### src/rtl/serial_frame_tx.sv
// Response-frame serializer: buffers payload bytes, then sends FF FF 00 len payload EE EE as UART characters.
// Define SERIAL_FRAME_TX_PARITY_EN for 8E1 characters; left undefined the link runs 8N1.
//
// state    | meaning
// ---------+--------------------------------------------------
// S_IDLE   | accepting payload writes, waiting for send
// S_WAIT   | between characters, line high, waiting for rts
// S_START  | start bit (low)
// S_DATA   | eight data bits, LSB first
// S_PARITY | even parity bit (parity build only)
// S_STOP   | stop bit (high)
// S_GAP    | one idle bit time after each character
// S_DONE   | single-cycle frame-complete pulse
module serial_frame_tx #(
    parameter int CLK_FREQ    = 50000000,
    parameter int BAUD_RATE   = 115200,
    parameter int MAX_PAYLOAD = 16,
    localparam int CW = $clog2(MAX_PAYLOAD + 1)
) (
    input  logic          clk,
    input  logic          rst_n,
    input  logic          wr_en,
    input  logic [7:0]    wr_data,
    input  logic          send,
    input  logic          rts,
    output logic          tx,
    output logic          busy,
    output logic          done,
    output logic [CW-1:0] buf_count,
    output logic          wr_ovf
);

    localparam int BIT_TICKS = CLK_FREQ / BAUD_RATE;
    localparam int TW = (BIT_TICKS > 1) ? $clog2(BIT_TICKS) : 1;
    localparam logic [TW-1:0] TICK_MAX = TW'(BIT_TICKS - 1);
    localparam int IW = (MAX_PAYLOAD > 1) ? $clog2(MAX_PAYLOAD) : 1;

    typedef enum logic [2:0] {
        S_IDLE, S_WAIT, S_START, S_DATA, S_PARITY, S_STOP, S_GAP, S_DONE
    } state_t;

    state_t        state, next_state;
    logic [TW-1:0] tick_cnt;
    logic [2:0]    bit_idx;
    logic [8:0]    byte_idx;
    logic [CW-1:0] len;
    logic [7:0]    payload [MAX_PAYLOAD];
    logic [7:0]    cur_byte;
    logic          bit_done;
    logic          last_byte;
    logic          wr_accept;

    assign bit_done  = (tick_cnt == '0);
    assign last_byte = (byte_idx == 9'(len) + 9'd5);
    assign wr_accept = wr_en && (state == S_IDLE) && (buf_count < CW'(MAX_PAYLOAD));

    always_comb begin
        cur_byte = 8'hEE;
        if (byte_idx < 9'd2)
            cur_byte = 8'hFF;
        else if (byte_idx == 9'd2)
            cur_byte = 8'h00;
        else if (byte_idx == 9'd3)
            cur_byte = 8'(len);
        else if (byte_idx < 9'(len) + 9'd4)
            cur_byte = payload[IW'(byte_idx - 9'd4)];
    end

    always_ff @(posedge clk or negedge rst_n) begin
        if (!rst_n)
            state <= S_IDLE;
        else
            state <= next_state;
    end

    always_comb begin
        next_state = state;
        unique case (state)
            S_IDLE:   if (send) next_state = S_WAIT;
            S_WAIT:   if (rts) next_state = S_START;
            S_START:  if (bit_done) next_state = S_DATA;
`ifdef SERIAL_FRAME_TX_PARITY_EN
            S_DATA:   if (bit_done && bit_idx == 3'd7) next_state = S_PARITY;
            S_PARITY: if (bit_done) next_state = S_STOP;
`else
            S_DATA:   if (bit_done && bit_idx == 3'd7) next_state = S_STOP;
`endif
            S_STOP:   if (bit_done) next_state = S_GAP;
            S_GAP:    if (bit_done) next_state = last_byte ? S_DONE : S_WAIT;
            S_DONE:   next_state = S_IDLE;
            default:  next_state = S_IDLE;
        endcase
    end

    // tx decodes straight from state so an async reset returns the line high at once.
    always_comb begin
        tx   = 1'b1;
        busy = 1'b1;
        done = 1'b0;
        case (state)
            S_IDLE:   busy = 1'b0;
            S_START:  tx = 1'b0;
            S_DATA:   tx = cur_byte[bit_idx];
`ifdef SERIAL_FRAME_TX_PARITY_EN
            S_PARITY: tx = ^cur_byte;
`endif
            S_DONE: begin
                busy = 1'b0;
                done = 1'b1;
            end
            default: ;
        endcase
    end

    always_ff @(posedge clk or negedge rst_n) begin
        if (!rst_n) begin
            tick_cnt  <= TICK_MAX;
            bit_idx   <= '0;
            byte_idx  <= '0;
            len       <= '0;
            buf_count <= '0;
            wr_ovf    <= 1'b0;
        end else begin
            wr_ovf <= wr_en && !wr_accept;

            if (next_state == S_DONE)
                buf_count <= '0;
            else if (wr_accept)
                buf_count <= buf_count + CW'(1);

            // A write in the same cycle as send lands first and is counted.
            if (state == S_IDLE && send) begin
                len      <= wr_accept ? buf_count + CW'(1) : buf_count;
                byte_idx <= '0;
            end else if (state == S_GAP && bit_done) begin
                byte_idx <= byte_idx + 9'd1;
            end

            if (state == S_IDLE || state == S_WAIT || bit_done)
                tick_cnt <= TICK_MAX;
            else
                tick_cnt <= tick_cnt - TW'(1);

            if (state == S_START)
                bit_idx <= '0;
            else if (state == S_DATA && bit_done)
                bit_idx <= bit_idx + 3'd1;
        end
    end

    always_ff @(posedge clk) begin
        if (wr_accept)
            payload[buf_count[IW-1:0]] <= wr_data;
    end

endmodule
### config.mk
export PLATFORM = sky130hd
export DESIGN_NAME = serial_frame_tx
export DESIGN_NICKNAME = d
export VERILOG_FILES = /design/src/rtl/serial_frame_tx.sv
export SDC_FILE = /design/constraint.sdc
export NUM_CORES = 1
export LEC_CHECK = 0
export ABC_AREA = 1
export CORE_UTILIZATION = 60
export CTS_BUF_LIST = sky130_fd_sc_hd__clkbuf_16
export CTS_CLUSTER_DIAMETER = 40
export DETAILED_ROUTE_END_ITERATION = 10
export GPL_ROUTABILITY_DRIVEN = 0
export MAX_ROUTING_LAYER = met4
export PLACE_DENSITY = 0.87
export REMOVE_ABC_BUFFERS = 1
export SLEW_MARGIN = 20
export SYNTH_ARGS = -nofsm -noshare
export SYNTH_HDL_FRONTEND = slang
export SYNTH_SLANG_ARGS = --single-unit
### constraint.sdc
create_clock -name clk -period 3.3 [get_ports clk]
set_input_delay 0.33 -clock clk [delete_from_list [all_inputs] [get_ports clk]]
set_output_delay 0.33 -clock clk [all_outputs]
set_load 0.02 [all_outputs]
# --- Word-level counts from Yosys, hierarchy flattened ---
# Memories as Yosys holds them, arrays and structs flattened.
# Index checks and enable logic that the tools add are counted.
classes:
  n_lt_le_gt_ge: 4
  n_eq_ne: 11
  muxes: 26
  reduce_logical: 15
  add_sub_neg: 7
op_table:
  columns: ["op", "count"]
  rows:
  - ["8-bit two-way mux", 4]
  - ["3-bit two-way mux", 9]
  - ["9-bit two-way mux", 3]
  - ["9-bit by 2-bit equality test with 1-bit output (second input constant)", 2]
  - ["3-bit case mux with 6 select lines", 1]
  - ["3-bit equality test (second input constant)", 5]
  - ["5-bit by 3-bit adder with 6-bit output (second input constant)", 2]
  - ["5-bit two-way mux", 2]
  - ["9-bit by 1-bit adder with 9-bit output (second input constant)", 1]
  - ["9-bit by 6-bit equality test with 1-bit output", 1]
  - ["9-bit zero test", 1]
  - ["9-bit by 2-bit less-than comparator with 1-bit output (second input constant)", 1]
  - ["9-bit by 6-bit less-than comparator with 1-bit output", 1]
  - ["9-bit by 1-bit subtractor with 9-bit output (second input constant)", 1]
  - ["1-bit logical AND", 7]
  - ["3-bit by 2-bit equality test with 1-bit output (second input constant)", 2]
  - ["5-bit by 1-bit adder with 5-bit output (second input constant)", 1]
  - ["5-bit less-than comparator (second input constant)", 1]
  - ["1-bit two-way mux", 5]
  - ["3-bit by 4-bit less-than comparator with 1-bit output (second input constant)", 1]
  - ["2-bit nonzero test", 2]
  - ["4-bit by 3-bit subtractor with 4-bit output (second input constant)", 1]
  - ["3-bit by 1-bit adder with 3-bit output (second input constant)", 1]
  - ["1-bit binary-select mux with 3-bit select", 1]
  - ["6 further kinds", 7]
word_totals:
  out_inout_bits: 9
  input_bits: 13
  n_memories: 1
  reg_bits: 35
  mem_bits_rw: 128
  word_cells: 71
memory_table:
  columns: ["memory", "words", "word_bits", "read_ports", "rd_clocked_by_memory_dff", "write_ports", "line", "source"]
  rows:
  - ["payload", 16, 8, 1, 0, 1, "47", "logic [7:0] payload [MAX_PAYLOAD];"]

# --- Depth between registers and ports, before layout ---
# Gate-level depths: netlist of run 1.
depth:
  word_depth: 9
  depth_mapped: 20
  mapped_depth_nobuf: 18

# --- Worst setup path after synthesis of run 1 ---
# Ideal clock, no wire load.
synth_path:
  path_type: "register to output"
  start: "reg byte_idx[2]"
  end: "out tx"
  t_required_ns: 2.970
  path_buffers: 3
  setup_slack_ns: 0.745
  arrival_ns: 2.225
  stages_incl_launch_ff: 21
  cell_sequence: "dfrtp_1 -> buf_4 -> inv_2 -> buf_2 -> ha_1 -> clkbuf_1 -> inv_1 -> nand2_1 -> nor2_1 -> nand2_1 -> nand3_1 -> nand2_1 -> nand2_1 -> nand2_1 -> nand2_1 -> nand2_1 -> nand2_1 -> nand2_1 -> nand3_1 -> nand2_1 -> inv_1"
synth_between:
  elab_chain_len: 9
  word_cells_on_any_way: 13
  cone_classes: "add/sub: 1; order compare: 2; eq/ne: 2; mux: 7; memory: 1"
synth_rtl:
  columns: ["item", "line", "source"]
  rows:
  - ["start, declared", "45", "logic [8:0] byte_idx;"]
  - ["start signal, assigned", "136", "byte_idx <= byte_idx + 9'd1;"]
  - ["4-bit by 3-bit subtractor with 4-bit output", "66", "cur_byte = payload[IW'(byte_idx - 9'd4)];"]
  - ["memory read 16 x 8 bit", null, null]
  - ["8-bit two-way mux", "65", "else if (byte_idx < 9'(len) + 9'd4)"]
  - ["8-bit two-way mux", "63", "else if (byte_idx == 9'd3)"]
  - ["8-bit two-way mux", "61", "else if (byte_idx == 9'd2)"]
  - ["8-bit two-way mux *", "59", "if (byte_idx < 9'd2)"]
  - ["1-bit binary-select mux with 3-bit select *", "103", "S_DATA: tx = cur_byte[bit_idx];"]
  - ["1-bit two-way mux (implied by the code) *", "103", null]
  - ["1-bit case mux with 2 select lines *", "100", "case (state)"]
  - ["end, declared", "26", "output logic tx,"]
# Mark *: on every way between the ends. The rest lies on a longest branch, timed or not. The select of a mux whose other input is x is not followed.

# --- Final worst setup path of run 1 ---
layout_path:
  start: "reg byte_idx[1]"
  end: "out tx"
# The elaborated chain is that of the path after synthesis.

==> reports/metrics.yaml, run 1 <==
yosys:
  yosys.cell_types.count: 39
  seq_area_frac_synth: 0.627
  syn_inst: 751
  synth_area_leaders: "edfxtp_1 (51%), dfrtp_1 (10%), nand2_1 (9.9%)"
  yosysWarnings: 0
  synth_top_cell_area_share: 0.510
  syn_area_um2: 7540
  synth-seq-cells: 163
  yosysTopAreaCell: "edfxtp_1"
  syn_avg_cell_area_um2: 10.0
setup_path:
  r2r_cells: 5
  reg2reg_to: "payload[5][2]"
  startpoint_type: "flip-flop"
  crit_path_max_fanout: 15
  arrival_ps: 2750
  crit_path_end_kind: "primary output"
  worstReg2RegStart: "state[0]"
  crit_required_ps: 2970
  rrSetupSlack_ps: 710
  worstSetupPathType: "reg2out"
floorplan:
  floorplan.initialDensity: 0.623
  die_h_um: 114
  row_count: 40
  die_w_um: 114
  io-pin-count: 22
  die_area_um2: 13000
  coreArea_um2: 12100
route:
  drt_iter0_markers: 577
  antenna_left: 0
  vias: 5585
  dr.pass1.iters: 5
  viasPerCell: 5.81
  wl_um: 17100
  avgRoutedWirePerCell_um: 17.8
  drc: 0
timing:
  timing.fmax_mhz: 325
  fin_crit_ps: 3080
  hold_viol: 0
  setup_viol: 0
  skew_ps: 7.20
  setup_tns_ps: 0
  slew-limit-headroom: 0.382
  tightest_slew_ps: 924
  period_share: 0.932
  drv_slew: 0
  rsz0062_at_grt: "no"
global_routing:
  grt_use_total: 0.293
  grt_pass1_vias: 5588
  overflow: 0
  grt_pass1_wl_um: 27500
  antenna_found_initial: 0
  grt_max_degree: 76
run:
  cap_violations: 0
placed_design:
  portBuffers: 21
  hpwl_um: 11300
  placed_cell_area_um2: 7940
  dp.cells: 929
clock_tree:
  clk_pin_slew_ps: 60
  worst_skew_pair.late_latency_ps: 420
  cts.sinks: 163
  cts_tree: "done"
  cts_root_buffer: "clkbuf_16"
  htreeDepth: 4
  cts_buffer_depth: 2
  cts_buffers: 17
power:
  cellPowerDensity_nw_per_um2: 487
  power_mw: 4.15
  vdd_drop_max_uv: 443
  p_leak_nw: 3.44
finish:
  final_cell_mix: "nand2_1 (199), edfxtp_1 (128), nor2_1 (86), inv_1 (63), nand3_1 (63)"
  final_nets: 815
  layout_commonest_cell: "nand2_1"
  fin_util: 0.703
  drive_above_1_share: 0.0807
  fin_cells: 961
  fin_area_um2: 8520
  diodes: 0
  synthToLayoutAreaGrowth_pct: 13.0
status:
  status: "completed"
min_path:
  hold_class: "in2async"
## logic make-up after synthesis
kind of cell | share of synthesized area
DFF | 0.627
adders and majority gates | 0.0348
xor gates and xnor gates | 0.0163
buffers and inverters | 0.0518
and+or+nand+nor | 0.213
AOI/OAI and AO/OA | 0.0576
## worst max path at each step
stage	startpoint	endpoint	slack, ps	depth (start not counted)
3_3_place_gp	len[3]	tx	320	18
5_1_grt	len[2]	tx	7	18
3_5_place_dp	len[3]	tx	250	17
2_1_floorplan	byte_idx[0]	tx	-380	15
4_1_cts	len[3]	tx	60	17
6_report	byte_idx[1]	tx	220	18
## registers in the layout, indices dropped and copies added, names as in the netlist
register,cells
bit_idx,3
buf_count,5
byte_idx,9
len,5
payload,128
state,3
tick_cnt,9
wr_ovf,1
## Yosys cell counts
| cell type | number |
|---|---|
| nand2_1 | 199 |
| edfxtp_1 | 128 |
| nor2_1 | 86 |
| nand3_1 | 64 |
| inv_1 | 63 |
| o21ai_0 | 43 |
| dfrtp_1 | 30 |
| a21oi_1 | 26 |
| ha_1 | 21 |
| nand4_1 | 12 |
| buf_2 | 11 |
| xor2_1 | 9 |
| nor3_1 | 6 |
| buf_4 | 5 |
| clkbuf_1 | 5 |
| dfstp_2 | 5 |
| xnor2_1 | 5 |
| inv_2 | 3 |
| nor3_2 | 3 |
| o211ai_1 | 3 |
| o21ai_1 | 3 |
| buf_6 | 2 |
| nor4_1 | 2 |
| o21a_1 | 2 |
| a31oi_1 | 1 |
| clkinv_1 | 1 |
| clkinv_2 | 1 |
| nand2_4 | 1 |
| nand3_2 | 1 |
| nand3b_1 | 1 |
| nor2_2 | 1 |
| nor2_4 | 1 |
| nor3b_1 | 1 |
| o2111ai_1 | 1 |
| o21bai_1 | 1 |
| o22ai_1 | 1 |
| o31ai_1 | 1 |
| or2_2 | 1 |
| or3_1 | 1 |
## critical path, cell delays in order (launching register included)
cell     delay, ps
dfrtp_1        530
buf_4          260
nor2_4         300
nand3_1        150
nand2_1         90
nor2_1          50
nand2_1        110
nand3_1        100
nand2_1         80
nand2_1         60
nand2_1         70
nand2_1         50
nand2_1         50
nand2_1         40
nand2_1         70
nand3_1         60
nand2_1         60
inv_1           30
buf_2          150
## report_power, final
group | total (mW) | switching [mW] | leakage [nW] | internal (mW)
registers | 2.22 | 0.000117 | 1.55 | 2.22
logic | 0.0511 | 0.0366 | 1.63 | 0.0145
clock network | 1.88 | 0.778 | 0.258 | 1.10
## through the flow
stage	hold slack [ps]	setup slack, ps
global placement	438	323
detailed placement	440	250
global route	420	6.95
finish	358	223
floorplan	34.4	-381
CTS	374	56.8
## layout make-up
type / instances / area [um^2]
clock inverter: 14 / 140
fill: 810 / 3590
tap: 168 / 210
sequential: 163 / 4730
clock buffer: 17 / 425
timing repair buffer: 34 / 328
inverter: 68 / 256
multi-input combinational: 497 / 2430
## layer usage
| metal | wire length, um | track usage |
|---|---|---|
| met1 | 6820 | 0.354 |
| met2 | 8570 | 0.476 |
| met3 | 1220 | 0.0572 |
| met4 | 524 | 0.145 |
| met5 | 0 | - |
## repair_timing
item                                    in CTS  in global routing
endpoints found under the setup margin       1                  1
gates resized for setup                      1                  6
cloned                                       0                  0
setup buffers                                0                  1
hold buffers                                 0                  0
Power figures use the tool's default switching activity.
==> run 2, diff against run 1 <==
--- a/config.mk
+++ b/config.mk
@@ -7,7 +7,7 @@
 export LEC_CHECK = 0
 export ABC_AREA = 1
 export CORE_UTILIZATION = 60
-export CTS_BUF_LIST = sky130_fd_sc_hd__clkbuf_16
+export CTS_BUF_LIST = sky130_fd_sc_hd__clkbuf_4 sky130_fd_sc_hd__clkbuf_8
 export CTS_CLUSTER_DIAMETER = 40
 export DETAILED_ROUTE_END_ITERATION = 10
 export GPL_ROUTABILITY_DRIVEN = 0
==> constraint.sdc (replaced) <==
create_clock -name clk -period 3.8 [get_ports clk]
set_input_delay 0.38 -clock clk [delete_from_list [all_inputs] [get_ports clk]]
set_output_delay 0.38 -clock clk [all_outputs]
set_load 0.02 [all_outputs]
==> reports/metrics.yaml, run 2 (synthesized netlist as in run 1, its figures left out) <==
status:
  status: "completed"
placed_design:
  portBuffers: 21  # unchanged
  hpwl_um: 11800  # +4.1%
  dp.cells: 923  # -0.65%
  placed_cell_area_um2: 7890  # -0.72%
timing:
  drv_slew: 0  # unchanged
  setup_tns_ps: 0  # unchanged
  setup_viol: 0  # unchanged
  fin_crit_ps: 3460
  skew_ps: 11.1  # +3.88 ps
  hold_viol: 0  # unchanged
  holdWs_ps: 326  # -31.7 ps
  tightest_slew_ps: 912  # -12.4 ps
  period_share: 0.911
  rsz0062_at_grt: "no"
  slew-limit-headroom: 0.390  # +0.00829
  timing.fmax_mhz: 289
finish:
  largest_reg_flops: 128  # unchanged
  diodes: 0  # unchanged
  layout_commonest_cell: "nand2_1"
  final_cell_mix: "nand2_1 (199), edfxtp_1 (128), nor2_1 (86), nand3_1 (64), inv_1 (63)"
  drive_above_1_share: 0.0686  # -0.0121
  fin_util: 0.685  # -0.0186
  nFillCells: 877  # +8.3%
  fin_area_um2: 8290  # -2.6%
  ff_latch_area_um2: 4730  # about the same
  fin_cells: 955  # -0.62%
  multi_input_area_um2: 2420  # -0.21%
  final_nets: 808  # -0.86%
  synthToLayoutAreaGrowth_pct: 9.97
power:
  p_leak_nw: 3.34  # -2.9%
  seqPwrFrac: 0.592  # +0.057
  combPwrFrac: 0.014  # +0.002
  vdd_drop_max_uv: 372  # -16%
  pwr-share-clk: 0.394  # -0.059
  internal_power_mw: 2.59  # -22%
  swShare: 0.204  # +0.00754
  p_switching_mw: 0.663  # -19%
  cellPowerDensity_nw_per_um2: 392  # -19%
global_routing:
  grt_max_degree: 76  # unchanged
  grt_use_total: 0.295  # +0.00189
  globalRouteMet2Util: 0.491  # +0.0158
  overflow: 0  # unchanged
  grt_pass1_wl_um: 27300  # -0.78%
  met1_usage: 0.353  # -0.00158
  grt_pass1_vias: 5424  # -2.9%
  gr-max-usage-layer: "met2"
  grtUsageMet3: 0.0524  # -0.00476
  antenna_found_initial: 0  # unchanged
floorplan:
  die_w_um: 114  # unchanged
  die_area_um2: 13000  # unchanged
  floorplan.initialDensity: 0.623  # unchanged
  row_count: 40  # unchanged
  coreArea_um2: 12100  # unchanged
  io-pin-count: 22  # unchanged
  die_h_um: 114  # unchanged
setup_path:
  crit_path_end_kind: "primary output"
  crit_path_max_fanout: 7  # -8
  arrival_ps: 3080  # +330 ps
  crit_required_ps: 3420  # +450 ps
  crit_buf_inv: 3  # unchanged
  reg2reg_to: "payload[4][7]"
  r2r_cells: 5  # unchanged
  worst-path-stages: 18  # unchanged
  startpoint_type: "flip-flop"
  worstReg2RegStart: "state[0]"
  rrSetupSlack_ps: 1260  # +550 ps
  endpoint: "tx"
  crit_slowest_cell: "dfrtp_1"
  cp_common_cell: "nand2_1"
  crit_chain: "ha_1 -> xnor2_1 -> ha_1 -> nand2_1 -> nor3_1 -> nand3_1 -> nand3_1 -> inv_1 -> nand2_1 -> nand2_1 -> nand2_1 -> nand2_1 -> nand2_1 -> nand2_1 -> nand3_1 -> nand2_1 -> inv_1 -> dlymetal6s2s_1"
  worstSetupPathType: "reg2out"
  cp_top_family: "simple AND/OR/NAND/NOR gates"
  cpPeakStageDelay_ps: 490  # -40 ps
  crit_start: "len[3]"
clock_tree:
  cts_setup_buffers: 0  # unchanged
  htreeDepth: 4  # unchanged
  cts_buffers: 17  # unchanged
  cts_root_buffer: "clkbuf_8"
  worst_skew_pair.late_latency_ps: 460  # +40 ps
  clk_pin_slew_ps: 90  # +30 ps
  cts_buffer_depth: 2  # unchanged
  cts.sinks: 163  # unchanged
  cts_tree: "done"
route:
  wl_um: 17500  # +2.2%
  avgRoutedWirePerCell_um: 18.3  # +2.9%
  dr.pass1.iters: 6  # +1
  drc: 0  # unchanged
  viasPerCell: 5.97  # +2.6%
  antenna_left: 0  # unchanged
  vias: 5697  # +2.0%
  drt_iter0_markers: 700  # +21%
min_path:
  hold_class: "in2async"
run:
  cap_violations: 0  # unchanged
[run 2: worst min path at each step]
stage | cells past startpoint | to
final | 2 | tick_cnt[2]
after floorplan | 0 | bit_idx[0]
after detailed placement | 1 | tick_cnt[0]
after global routing | 2 | tick_cnt[2]
after global placement | 1 | tick_cnt[0]
after CTS | 2 | tick_cnt[2]
[run 2: metal layers]
| layer | wire length [um] | vias up | part of all wire |
|---|---|---|---|
| li1 | - | 2568 | - |
| met5 | 0 | - | 0 |
| met4 | 535 | 0 | 0.031 |
| met2 | 8950 | 333 | 0.51 |
| met1 | 6650 | 2729 | 0.38 |
| met3 | 1380 | 67 | 0.079 |
[run 2: what timing repair did]
| item | CTS | global route |
|---|---|---|
| hold buffers | 0 | 0 |
| endpoints found under the hold margin | 0 | 0 |
| resized for setup | 0 | 1 |
| setup endpoints to repair | 0 | 1 |
[run 2: power by group through the flow]
stage	registers (mW)	clock network (mW)	logic, mW
5_1_grt	1.92	1.36	0.0488
3_3_place_gp	1.96	0	0.0437
2_1_floorplan	1.96	0	0.000423
6_report	1.92	1.28	0.0454
3_5_place_dp	1.96	0	0.0455
4_1_cts	1.92	1.28	0.0454
[run 2: cell type report]
type	count	share of cell area
clock inverter	14	0.0196
tap	168	0.0254
sequential	163	0.570
clock buffer	18	0.0291
multi-input combinational	497	0.292
timing repair buffer	27	0.0326
inverter	68	0.0309
[run 2: stage by stage]
stage / setup slack, ps / total power, mW
2_1_floorplan: 68.7 / 1.96
3_3_place_gp: 609 / 2.01
3_5_place_dp: 549 / 2.01
4_1_cts: 12.3 / 3.25
5_1_grt: 125 / 3.33
6_report: 338 / 3.25
